### src/rtl/prod_acc_pkg.sv
//============================================================================
// Module  : prod_acc_pkg
// Brief   : Shared types and constants for the product accumulator.
// Revision: 1.0  initial release
//============================================================================
`default_nettype none

package prod_acc_pkg;

  localparam int PROD_W            = 8;
  localparam int DEFAULT_ACC_W     = 16;
  localparam int DEFAULT_MAX_TERMS = 16;

  typedef enum logic [1:0] {
    IDLE = 2'd0,
    ACC  = 2'd1,
    DONE = 2'd2
  } state_t;

endpackage

`default_nettype wire

### src/rtl/acc_add.sv
//============================================================================
// Module  : acc_add
// Brief   : ACC_W-bit accumulate adder with carry-out; clamps to all-ones
//           on carry when PROD_ACC_SATURATE_EN is defined, else wraps.
// Revision: 1.0  initial release
//============================================================================
`default_nettype none

import prod_acc_pkg::*;

module acc_add #(
  parameter int ACC_W = DEFAULT_ACC_W
) (
  input  logic [ACC_W-1:0]  acc,
  input  logic [PROD_W-1:0] prod,
  output logic [ACC_W-1:0]  sum,
  output logic              carry
);

`ifdef PROD_ACC_SATURATE_EN
  localparam bit c_sat = 1'b1;
`else
  localparam bit c_sat = 1'b0;
`endif

  logic [ACC_W:0] w_wide;

  assign w_wide = {1'b0, acc} + (ACC_W+1)'(prod);
  assign carry  = w_wide[ACC_W];

  // Once clamped, any further add either carries again or adds zero,
  // so the accumulator stays pinned at all-ones for the rest of the group.
  generate
    if (c_sat) begin : g_sat
      assign sum = w_wide[ACC_W] ? {ACC_W{1'b1}} : w_wide[ACC_W-1:0];
    end else begin : g_wrap
      assign sum = w_wide[ACC_W-1:0];
    end
  endgenerate

endmodule

`default_nettype wire

### src/rtl/prod_accumulator.sv
//============================================================================
// Module  : prod_accumulator
// Brief   : Sums groups of 8-bit products under valid/ready in and out.
//           Optional macro PROD_ACC_SATURATE_EN selects clamping on overflow.
// Revision: 1.0  initial release
//============================================================================
`default_nettype none

import prod_acc_pkg::*;

module prod_accumulator #(
  parameter int ACC_W     = DEFAULT_ACC_W,
  parameter int MAX_TERMS = DEFAULT_MAX_TERMS
) (
  input  logic              clk,
  input  logic              rst_n,
  input  logic [7:0]        prod_in,
  input  logic              in_valid,
  input  logic              in_last,
  output logic              in_ready,
  output logic [ACC_W-1:0]  acc_out,
  output logic [7:0]        term_cnt,
  output logic              ovf,
  output logic              out_valid,
  input  logic              out_ready
);

  localparam logic [7:0] c_max_terms = 8'(MAX_TERMS);

  state_t             r_state;
  state_t             w_state_nxt;
  logic [ACC_W-1:0]   r_acc;
  logic [7:0]         r_cnt;
  logic               r_ovf;
  logic [7:0]         w_cnt_inc;
  logic [ACC_W-1:0]   w_sum;
  logic               w_carry;
  logic               w_beat;
  logic               w_load;
  logic               w_accum;
  logic               w_in_ready;

  // Ready comes from the state register alone: no path from in_valid.
  assign w_in_ready = (r_state != DONE);
  assign w_beat     = in_valid && w_in_ready;
  assign w_cnt_inc  = r_cnt + 8'd1;

  acc_add #(
    .ACC_W (ACC_W)
  ) u_acc_add (
    .acc   (r_acc),
    .prod  (prod_in),
    .sum   (w_sum),
    .carry (w_carry)
  );

  always_ff @(posedge clk or negedge rst_n) begin
    if (!rst_n) begin
      r_state <= IDLE;
    end else begin
      r_state <= w_state_nxt;
    end
  end

  always_comb begin
    w_state_nxt = r_state;
    w_load      = 1'b0;
    w_accum     = 1'b0;
    case (r_state)
      IDLE: begin
        if (w_beat) begin
          w_load      = 1'b1;
          w_state_nxt = (in_last || (c_max_terms == 8'd1)) ? DONE : ACC;
        end
      end
      ACC: begin
        if (w_beat) begin
          w_accum     = 1'b1;
          w_state_nxt = (in_last || (w_cnt_inc == c_max_terms)) ? DONE : ACC;
        end
      end
      DONE: begin
        if (out_ready) begin
          w_state_nxt = IDLE;
        end
      end
      default: begin
        w_state_nxt = IDLE;
      end
    endcase
  end

  // The first beat of a group loads rather than adds, so results survive
  // in IDLE until the next group actually starts.
  always_ff @(posedge clk or negedge rst_n) begin
    if (!rst_n) begin
      r_acc <= '0;
      r_cnt <= 8'd0;
      r_ovf <= 1'b0;
    end else if (w_load) begin
      r_acc <= ACC_W'(prod_in);
      r_cnt <= 8'd1;
      r_ovf <= 1'b0;
    end else if (w_accum) begin
      r_acc <= w_sum;
      r_cnt <= w_cnt_inc;
      r_ovf <= r_ovf | w_carry;
    end
  end

  assign in_ready  = w_in_ready;
  assign out_valid = (r_state == DONE);
  assign acc_out   = r_acc;
  assign term_cnt  = r_cnt;
  assign ovf       = r_ovf;

endmodule

`default_nettype wire
### config.mk
export PLATFORM = sky130hd
export DESIGN_NAME = prod_accumulator
export DESIGN_NICKNAME = d
export VERILOG_FILES = /design/src/rtl/prod_acc_pkg.sv /design/src/rtl/acc_add.sv /design/src/rtl/prod_accumulator.sv
export SDC_FILE = /design/constraint.sdc
export NUM_CORES = 1
export LEC_CHECK = 0
export ABC_CLOCK_PERIOD_IN_PS = 3000
export CELL_PAD_IN_SITES_DETAIL_PLACEMENT = 0
export CELL_PAD_IN_SITES_GLOBAL_PLACEMENT = 1
export CORE_UTILIZATION = 40
export DETAILED_ROUTE_END_ITERATION = 8
export PLACE_DENSITY = 0.85
export REMOVE_ABC_BUFFERS = 1
export SLEW_MARGIN = 5
export SYNTH_ARGS = -nofsm -noshare
export SYNTH_HDL_FRONTEND = slang
export SYNTH_SLANG_ARGS = --single-unit
### constraint.sdc
create_clock -name clk -period 3 [get_ports clk]
set_input_delay 0.6 -clock clk [delete_from_list [all_inputs] [get_ports clk]]
set_output_delay 0.6 -clock clk [all_outputs]
set_load 0.1 [all_outputs]
Yosys cells after proc, flatten, opt, wreduce, memory -nomap -nowiden. Cells that the tools add are included.

Add/sub/neg operators: 2. Bitwise gates (word level): 1. Muxes and demuxes: 15. Equality and inequality tests: 7. Reduce and logical (&&, ||, !) cells: 5.

Operator list (count): 16-bit two-way mux (2); 16-bit by 8-bit adder with 17-bit output (1); 8-bit two-way mux (2); 2-bit two-way mux (5); 8-bit by 1-bit adder with 8-bit output (second input constant) (1); 8-bit by 5-bit equality test with 1-bit output (second input constant) (1); 2-bit != test (second input constant) (3); 2-bit one-hot mux with 3 select lines (1); 1-bit two-way mux (5); 3-bit AND reduction (1); 2-bit by 1-bit equality test with 1-bit output (second input constant) (1); 2-bit equality test (second input constant) (1); 2-bit logical NOT (1); 2-bit by 1-bit != test with 1-bit output (second input constant) (1); 2-bit nonzero test (1); 1-bit logical AND (1); 1-bit logical OR (1); 1-bit OR (1).

Logic and storage cells: 34. Input bits: 13. Output and inout bits: 27. Flip-flop bits (word level): 27.

Depth between registers and ports, before layout. Gate-level depths: netlist of run 1.

Depth in word-level cells: 6. Depth in mapped cells: 7.

Modules after synthesis. From an unflattened synthesis of run 1, not the netlist that was laid out.

Cell total of the unflattened synthesis: 226. Area, all modules: 1919.3 µm².

By module, submodules not included: prod_accumulator (instances 1, sequential area each 675.6 µm², cells each 142, area each 1325.0 µm²); acc_add (instances 1, sequential area each 0.0 µm², cells each 84, area each 594.3 µm²).

Worst setup path after synthesis of run 1. Ideal clock, no wire load.

Path kind: reg-to-output. From: register r_state[0]. To: output port out_valid. Setup slack: 0.086 ns. Data arrival time: 2.314 ns. Cell stages (with the launch flop): 5. Cells stage by stage: dfrtp_1 > inv_1 > clkbuf_1 > nand2_1 > inv_1.

Longest elaborated chain between the ends: 1.

RTL lines: start: declaration (line prod_accumulator.sv:30) `state_t r_state;`; start signal: assignment (line prod_accumulator.sv:61) `r_state <= w_state_nxt;`; 2-bit equality test (line prod_accumulator.sv:112) `assign out_valid = (r_state == DONE);`; end: declaration (line prod_accumulator.sv:24) `output logic out_valid,`.

Every way passes these cells.

Final worst setup path of run 1.
From: input port prod_in[0]. To: register r_ovf, in the netlist ovf.

Longest elaborated chain between the ends: 4.

RTL lines: start: declaration (line prod_accumulator.sv:17) `input logic [7:0] prod_in,`; 16-bit by 8-bit adder with 17-bit output (line acc_add.sv:28) `assign w_wide = {1'b0, acc} + (ACC_W+1)'(prod);`; 1-bit OR (line prod_accumulator.sv:107) `r_ovf <= r_ovf | w_carry;`; 1-bit two-way mux (line prod_accumulator.sv:104) `end else if (w_accum) begin`; 1-bit two-way mux (line prod_accumulator.sv:100) `end else if (w_load) begin`; end signal: assignment (line prod_accumulator.sv:107); end: declaration (line prod_accumulator.sv:34) `logic r_ovf;`.

Every way passes these cells. The select of a mux whose other input is x is not followed. A chain may end at the register's enable or synchronous reset.

==> out/results.tsv, run 1 <==
metric	value	unit
firstDrtPassIters	5	
wl	4286	um
arrival	2.76	ns
ant_nets	0	
crit_path_start_kind	input pin	
yosys-top-cells-count	29 x nand2_1, 27 x dfrtp_1, 18 x o21ai_0, 17 x a21oi_1, 12 x nor2_1	
grt_usage	20.40	%
antenna_found_initial	0	
yosys.area.top_type	dfrtp_1	
use_met3	2.000	%
crit_path_end_kind	flop	
synth_flop_cell	dfrtp_1	
drc	0	
grt_max_degree	28	
met2_usage	31.74	%
final_util	54.59	%
instances_no_fill	291	
finalMaxSlewViolations	0	
yosysMostFrequentCell	nand2_1	
reg2reg_from	acc_out[0]	
min_path_cells	2	
layout-drive-gt1-share	19.50	%
drt_iter0_drc	95	
wl_per_cell	14.73	um
syn-instance-count	198	
cts_resized	0	
period_minus_slack	2.584	ns
cts_sinks	27	
grt_overflow	0	
critical_path_class	input pin to flop	
fin_nets	265	
grt_first_pass_wirelength	7003	um
pwr-share-seq	29.6	%
core_area	0.004086	mm^2
cts_root_buf	clkbuf_8	
ff2ff_path_depth	7	
relSlewSlack	56.84	%
finalSetupViolCount	0	
finalClockSkew	0.004220	ns
clkTransAtPathRegs	0.11	ns
dieArea	0.004629	mm^2
hold_viol	0	
synth.avg_cell_area	8.809	um^2
ys_types	42	
p_comb_share	56.1	%
avgViaCountPerCell	5.533	
fill_cells	397	
ys_top_cells_by_area	dfrtp_1 39%, ha_1 6.5%, nand2_1 6.2%, o21ai_0 5.2%, a21oi_1 4.9%	
cts_hold_buf	0	
clk_path_buf_depth	2	
power	1.643	mW
slowest_delay	0.43	ns
status	finished, final reports clean	
synth_top_cell_area_share	38.74	%
slowest_stage	clkdlybuf4s50_1	
ios	40	
hpwl	2969	um
yosysWarnings	0	
clockPowerShare	14.3	%
maxCapViolCount	0	
cp_num_buf_inv	1	
cts_tree	yes	
port_buffers	39	
ys_ff_latch	27	
p_int	772.0	uW
grt_pass1_vias	1449	
min_to	acc_out[2]	
vdd_drop_max	497.7	uV
async_reset_ff_share	100.0	%
area_growth	27.91	%
fin_setup_tns	0	ns
p_sw	871.3	uW
syn_area	0.001744	mm^2
top_usage_layer	met2	
fp.dieW	68.04	um
fin_crit_sh	86.12	%
crit_family	adder cells	
fmax	0.3870	GHz
cts_buffers	3	
row_count	23	
swShare	53.02	%
reg2reg_slack	0.76	ns
rsz0062_at_grt	no	
htree_levels	1	
tightest_slew	0.6474	ns
r2r_end	ovf	
clk_latency	0.29	ns
hp-class	flop to flop	
die_h	68.04	um
initial_core_util	42.68	%
post_cts_buffers	0	
synth_edf_count	0	
antenna_cells	0	
vias	1610	
p_leak	1.050	nW
pwr_density_cell	736.6	mW/mm^2
synth_seq_area_share	38.74	%
dp.cells	287	
required	3.18	ns
gr-usage-met1	29.50	%
path_cells	clkdlybuf4s50_1, ha_1, fa_1, a211oi_1, o211ai_1, nand2_1, and3b_1, a2bb2oi_1	
min-delay-start	acc_out[2]	
crit_fanout	5	
gp_congestion	0.8240	
## placed cells by master, fill, tap and decap left out, types with 3 or more instances in the layout
master | netlist | final
a21o_1 | 7 | 7
xnor2_1 | 4 | 4
and3_1 | 7 | 7
nand2b_1 | 4 | 4
mux2i_1 | 5 | 5
ha_1 | 9 | 9
o211ai_1 | 6 | 6
buf_4 | 0 | 33
nor2_1 | 12 | 12
nand2_1 | 29 | 29
a21oi_1 | 17 | 17
clkdlybuf4s50_1 | 0 | 12
o31ai_1 | 3 | 3
nand3_1 | 7 | 7
o21ai_0 | 18 | 18
clkbuf_8 | 0 | 3
inv_1 | 4 | 4
dfrtp_1 | 27 | 27
## power by group through the flow
stage	combinational (mW)	sequential, mW	clock (mW)
finish	0.921	0.487	0.235
global route	0.990	0.498	0.253
CTS	0.926	0.487	0.241
detailed placement	0.924	0.494	0
floorplan	0.318	0.864	0
global placement	0.920	0.493	0
## flip-flops by register name, indices dropped and copies added (netlist names)
signal and count:
term_cnt 8, ovf 1, r_state 2, acc_out 16
## layout make-up
cell class / instances / area (um^2) / share of cell area [%]
clock inverter: 1 / 8.758 / 0.3926
multi-input combinational: 159 / 1020 / 45.71
timing repair buffer: 47 / 407.9 / 18.28
inverter: 4 / 15.01 / 0.6730
clock buffer: 3 / 41.29 / 1.851
sequential: 27 / 675.6 / 30.29
tap: 50 / 62.56 / 2.804
## tightest hold or removal path: stages, from the launching register on
cell and delay, ns:
dfrtp_1 0.39, nand2_1 0.05, o21ai_0 0.06
## kinds of logic (layout without fill, tap and decap cells)
| logic type | Yosys count | count (layout) | share of synthesized area [%] |
|---|---|---|---|
| AO/OA/AOI/OAI | 66 | 66 | 24.61 |
| XOR/XNOR | 4 | 4 | 2.008 |
| adder cells (fa/ha/maj) | 10 | 10 | 7.604 |
| buffers and inverters | 12 | 55 | 2.797 |
| flip-flops | 27 | 27 | 38.74 |
| multiplexers | 5 | 5 | 2.870 |
| AND/OR/NAND/NOR | 74 | 74 | 21.38 |
## per-layer routing
| metal | share of wire [%] | wire length (um) |
|---|---|---|
| met4 | 1.1 | 47 |
| met5 | 0 | 0 |
| met2 | 44 | 1875 |
| met1 | 51 | 2189 |
| met3 | 4.1 | 174 |
## how the worst max path moves through the flow
stage	from	to	slack (ns)	cells past startpoint
floorplan	r_state[0]	out_valid	-0.03	3
global placement	prod_in[0]	ovf	0.18	8
detailed placement	prod_in[0]	ovf	0.13	8
CTS	prod_in[0]	ovf	0.42	8
global route	prod_in[0]	acc_out[8]	0.31	8
finish	prod_in[0]	ovf	0.42	8
## metrics by stage
stage / area, um^2 / hold slack (ns) / setup WS, ns
floorplan: 1710 / 0.3044 / -0.02725
global placement: 2181 / 0.5011 / 0.1819
detailed placement: 2181 / 0.5063 / 0.1289
CTS: 2231 / 0.5313 / 0.4219
global route: 2231 / 0.5447 / 0.3097
finish: 2231 / 0.5271 / 0.4163
(Power assumes the default switching activity.)
==> inputs of run 2 (changes only) <==
CTS_CLUSTER_SIZE = 28   (was default)
==> results of run 2 <==
No change in the layout: final DEF, timing and power equal those of run 1.
